**config.mk**
```make
export PLATFORM = sky130hd
export DESIGN_NAME = seq_restoring_divider
export DESIGN_NICKNAME = d
export VERILOG_FILES = /design/src/rtl/seq_restoring_divider.sv
export SDC_FILE = /design/constraint.sdc
export NUM_CORES = 1
export LEC_CHECK = 0
export ABC_CLOCK_PERIOD_IN_PS = 4300
export BUFFER_PORTS_ARGS = -buffer_cell sky130_fd_sc_hd__clkbuf_2
export CAP_MARGIN = 15
export CORE_ASPECT_RATIO = 1.1
export CORE_MARGIN = 3
export CORE_UTILIZATION = 61
export CTS_CLUSTER_DIAMETER = 60
export DETAILED_ROUTE_END_ITERATION = 7
export GPL_TIMING_DRIVEN = 0
export PLACE_DENSITY = 0.85
export SYNTH_ARGS = -nofsm -noshare
export SYNTH_HDL_FRONTEND = slang
export SYNTH_SLANG_ARGS = --single-unit
```
**constraint.sdc**
```tcl
create_clock -name clk -period 4.3 [get_ports clk]
set_clock_uncertainty 0.15 [all_clocks]
set_input_delay 0.43 -clock clk [delete_from_list [all_inputs] [get_ports clk]]
set_output_delay 0.43 -clock clk [all_outputs]
set_load 0.005 [all_outputs]
```
**src/rtl/seq_restoring_divider.sv**
```systemverilog
// seq_restoring_divider: iterative unsigned restoring divider.
// One quotient bit per clock; start/done handshake like the multiplier.
module seq_restoring_divider #(
    parameter int WIDTH = 8
) (
    input  logic             clk,
    input  logic             rst,
    input  logic             start,
    input  logic [WIDTH-1:0] dividend,
    input  logic [WIDTH-1:0] divisor,
    output logic             busy,
    output logic             done,
    output logic [WIDTH-1:0] quotient,
    output logic [WIDTH-1:0] remainder,
    output logic             div_by_zero
);
    localparam int CW = $clog2(WIDTH + 1);

    typedef enum logic {IDLE, ITER} state_t;

    state_t           state, state_n;
    logic [WIDTH:0]   a, a_n, a_sh, t;
    logic [WIDTH-1:0] q, q_n, m, m_n;
    logic [WIDTH-1:0] quot_n, rem_n;
    logic [CW-1:0]    count, count_n;
    logic             done_n, dbz_n;

    assign busy = (state == ITER);

    always_ff @(posedge clk) begin
        if (rst) begin
            state       <= IDLE;
            a           <= '0;
            q           <= '0;
            m           <= '0;
            count       <= '0;
            quotient    <= '0;
            remainder   <= '0;
            done        <= 1'b0;
            div_by_zero <= 1'b0;
        end else begin
            state       <= state_n;
            a           <= a_n;
            q           <= q_n;
            m           <= m_n;
            count       <= count_n;
            quotient    <= quot_n;
            remainder   <= rem_n;
            done        <= done_n;
            div_by_zero <= dbz_n;
        end
    end

    always_comb begin
        state_n = state;
        a_n     = a;
        q_n     = q;
        m_n     = m;
        count_n = count;
        quot_n  = quotient;
        rem_n   = remainder;
        done_n  = 1'b0;
        dbz_n   = div_by_zero;
        // A never exceeds the divisor, so its MSB is zero before the shift
        a_sh    = (a << 1) | (WIDTH + 1)'(q[WIDTH-1]);
        t       = a_sh - {1'b0, m};
        case (state)
            IDLE: begin
                if (start) begin
                    if (divisor != '0) begin
                        a_n     = '0;
                        q_n     = dividend;
                        m_n     = divisor;
                        count_n = CW'(WIDTH);
                        state_n = ITER;
                    end else begin
                        quot_n = '1;
                        rem_n  = dividend;
                        dbz_n  = 1'b1;
                        done_n = 1'b1;
                    end
                end
            end
            ITER: begin
                if (t[WIDTH]) begin
                    a_n = a_sh;
                    q_n = {q[WIDTH-2:0], 1'b0};
                end else begin
                    a_n = t;
                    q_n = {q[WIDTH-2:0], 1'b1};
                end
                count_n = count - CW'(1);
                if (count == CW'(1)) begin
                    quot_n  = q_n;
                    rem_n   = a_n[WIDTH-1:0];
                    dbz_n   = 1'b0;
                    done_n  = 1'b1;
                    state_n = IDLE;
                end
            end
        endcase
    end

endmodule

```
==> implementation parameters <==
Parameter                              Value

STA
  Hold Violations, Final    0
  Final-layout setup total negative slack    0 ns
  Slew at the pin with the worst max-slew slack    0.660 ns
  Time the worst path needs with I/O delays and setup    2.80 ns
  Final-report setup violation count    0
  Number of max-slew violations in the final report    0
  Fmax achieved    357 MHz
  Hold slack    around 0.21 ns
  Rel. slew slack    55.9%
  Portion of the clock cycle consumed by the worst path in the final layout    65.1%
  Unrepaired setup endpoints after global routing    false

Clock tree
  Post-CTS Setup Inserts    0
  Clock tree sinks    47
  Clock transition time at the flip-flop clock pins of the worst setup and hold paths    roughly 0.1 ns
  Hold Buf Count CTS    0
  Number of CTS-inserted buffers    5
  Post-CTS Resized    0
  Clock Tree Root    sky130_fd_sc_hd__clkbuf_8
  Insertion delay of the later-clocked pin in the worst-skew pair    0.31 ns
  Bufs on Longest Clock Path    2
  H-tree levels    2
  Clock tree from TritonCTS    yes

Yosys
  EDFF count, synth    0
  Count of distinct cell types in the synthesized netlist    52
  Netlist Area Pre-Place    2480 um^2
  Leading cell type by number of instances after synthesis    sky130_fd_sc_hd__dfxtp_1
  Leading post-synthesis cells by cell area    sky130_fd_sc_hd__dfxtp_1 38%, sky130_fd_sc_hd__a21oi_1 6.2%, sky130_fd_sc_hd__ha_1 5.0%
  Post-Synthesis Cells    303
  Yosys warnings    0
  Leading post-synthesis cells by instance count    47 x sky130_fd_sc_hd__dfxtp_1, 31 x sky130_fd_sc_hd__a21oi_1, 29 x sky130_fd_sc_hd__nand2_1
  Largest area contributor in the netlist    sky130_fd_sc_hd__dfxtp_1
  Asr flop ratio synth    0%
  Total nets after synthesis    333
  Sequential-to-total area share from yosys stat    between 30% and 40%
  Synthesis-stage register bit count    between 40 and 50
  Mean instance size in the synthesized netlist    approximately 8.2 um^2
  Flip-flop cell with the highest count after synthesis    sky130_fd_sc_hd__dfxtp_1
  Top-area cell type share of the netlist area    37.9%

Finish
  Fillers    314
  Antenna cells    0
  Area delta synth->final    14.6%
  Number of nets in the layout    between 300 and 400
  Layout cell share with drive strength beyond 1    17.2%
  Area of all placed cells without fillers    2850 um^2
  Filler-free cell count of the finished design    ~400

Global route
  Overall global routing resource usage    27.6%
  Number of global-route vias before repair    ~2,300
  Grt ovf    0
  Largest net degree at the start of global routing    17
  Number of antenna violations at the first check in global routing    0
  Global-route wire length before repair    10,400 um

Route
  Routed wire length    6300 um
  Total via count after detailed routing    2,393
  Final routed wire length divided by cell count    15.8 um
  TritonRoute pass-1 iters    4
  Vias per inst    around 6
  Initial drt markers    about 190
  DRC errors left    0
  Residual antenna-violating net count after detailed routing    0

Setup path
  Reg-to-reg startpoint    q[7]$_SDFFE_PP0P_
  Path type of the worst setup path    flop to flop
  Worst R2R End    a[5]$_SDFFE_PP0P_
  Number of buffers and inverters on the critical path    3
  Max Fanout on Critical Path    10
  Largest delay share family, worst path    compound AO/OA/AOI/OAI gates
  Worst Reg-to-Reg Cells    10
  Library cell contributing the largest single delay on the critical path    sky130_fd_sc_hd__fa_1
  Data required time at the worst endpoint    roughly 4.3 ns
  FF-to-FF setup slack    1.50 ns
  CP Data Arrival Time    around 2.8 ns
  Cell breakdown of the critical path    inv_1 -> ha_1 -> inv_1 -> fa_1 -> a211oi_2 -> o211a_1 -> o211a_1 -> buf_4 -> mux2i_1 -> o21ai_0
  Critical path startpoint category    flop
  CP Capture Type    flop
  Critical Path Max Stage Delay    0.41 ns

Floorplanning
  Vert. Die Dim    around 73 um
  Initial cell density of the core    65.9%
  Die Outline Area    between 4000 and 5000 um^2
  Num rows    23
  I/O Pins    38
  DIE WIDTH    66.9 um
  Core Area    3770 um^2

Placed design
  Placement Cell Area    2730 um^2
  Routability cong.    0.934
  Total of buffers placed on input and output ports    37
  Estimated wirelength of the detail-placed design    4670 um
  Total instance count after detailed placement    390

Run status
  Run status    completed

Hold path
  Path class of the lowest-slack min-delay path    primary input to flop
  Startpoint of the lowest-slack hold path    divisor[3]
  Worst hold endpoint    m[3]$_SDFFE_PP0P_
  Hold Path Depth    3

Power
  Worst vdd rail ir drop    0.336 mV
  Power per cell area    approximately 440 nW/um^2
  Leakage dissipation    1.14 nW

Job
  Number of violations of the max-capacitance limit    0
-- area by class of cell --
| class | count | area [um^2] | share of cell area [%] |
|---|---|---|---|
| Tap cell | 50 | 62.6 | 2.20 |
| Clock buffer | 5 | 68.8 | 2.42 |
| Buffer | 17 | 76.3 | 2.68 |
| Clock inverter | 3 | 46.3 | 1.63 |
| Sequential cell | 47 | 941 | 33.0 |
| Inverter | 27 | 101 | 3.56 |
| Timing Repair Buffer | 37 | 185 | 6.50 |
| Multi-Input combinational cell | 212 | 1370 | 48.0 |
-- where the power goes --
| group | total [mW] | internal (mW) | switching, mW |
|---|---|---|---|
| combinational | 0.436 | 0.170 | 0.266 |
| sequential | 0.494 | 0.468 | 0.0258 |
| clock | 0.336 | 0.175 | 0.160 |
| total | 1.27 | 0.814 | 0.452 |
-- stage by stage --
step / utilization (%) / setup slack, ns / power (mW)
floorplan: - / 1.94 / 0.821
global placement: 72.5 / 1.64 / 0.917
detailed placement: 72.5 / 1.61 / 0.928
CTS: 75.5 / 1.53 / 1.26
global route: 75.5 / 1.39 / 1.33
finish: 75.5 / 1.50 / 1.27
-- logic make-up (layout without fill, tap and decap cells) --
logic type	count (synthesis)	after routing	synth area share, %
compound gates	99	99	26.8
simple gates	92	92	18.6
flops	47	47	37.9
buf+inv	44	89	7.15
fa+ha+maj	11	11	5.84
xor+xnor	7	7	2.47
mux	3	3	1.21
-- worst max-delay path by stage --
stage | from | endpoint | slack, ns | cells after the start
global placement | q[7]$_SDFFE_PP0P_ | remainder[5]$_SDFFE_PP0P_ | 1.64 | 10
floorplan | q[7]$_SDFFE_PP0P_ | remainder[6]$_SDFFE_PP0P_ | 1.94 | 9
CTS | q[7]$_SDFFE_PP0P_ | remainder[5]$_SDFFE_PP0P_ | 1.53 | 10
detailed placement | q[7]$_SDFFE_PP0P_ | remainder[5]$_SDFFE_PP0P_ | 1.61 | 10
global route | q[7]$_SDFFE_PP0P_ | remainder[5]$_SDFFE_PP0P_ | 1.39 | 10
finish | q[7]$_SDFFE_PP0P_ | a[5]$_SDFFE_PP0P_ | 1.50 | 10
-- flip-flops by register name, indices dropped and copies added, names as in the netlist --
signal	flops
a	8
busy	1
count	4
div_by_zero	1
done	1
m	8
q	8
quotient	8
remainder	8
-- routing by layer --
metal  routed length [um]  vias up  GRT usage [%]
met1                 2700     1099           33.9
met5                    0        -              0
met4                  158        0           10.6
li1                     -     1185              -
met2                 3020       96           47.7
met3                  427       13           4.62
-- placed cells by master, fill, tap and decap left out, drive strengths merged, types with 6 or more instances in the layout --
cell and instances:
nand2 29, inv 28, nand3 9, nor3 12
buf 8, a211oi 7, clkbuf 51, dfxtp 47
ha 10, nor2 21, o211ai 6, o21ai 17
a21oi 31, a221oi 11
-- tightest hold or removal path, cell delays in order --
cell	delay, ns
sky130_fd_sc_hd__clkbuf_2	0.09
sky130_fd_sc_hd__nand2_1	0.05
sky130_fd_sc_hd__a21oi_1	0.05
Power figures use the tool's default switching activity.
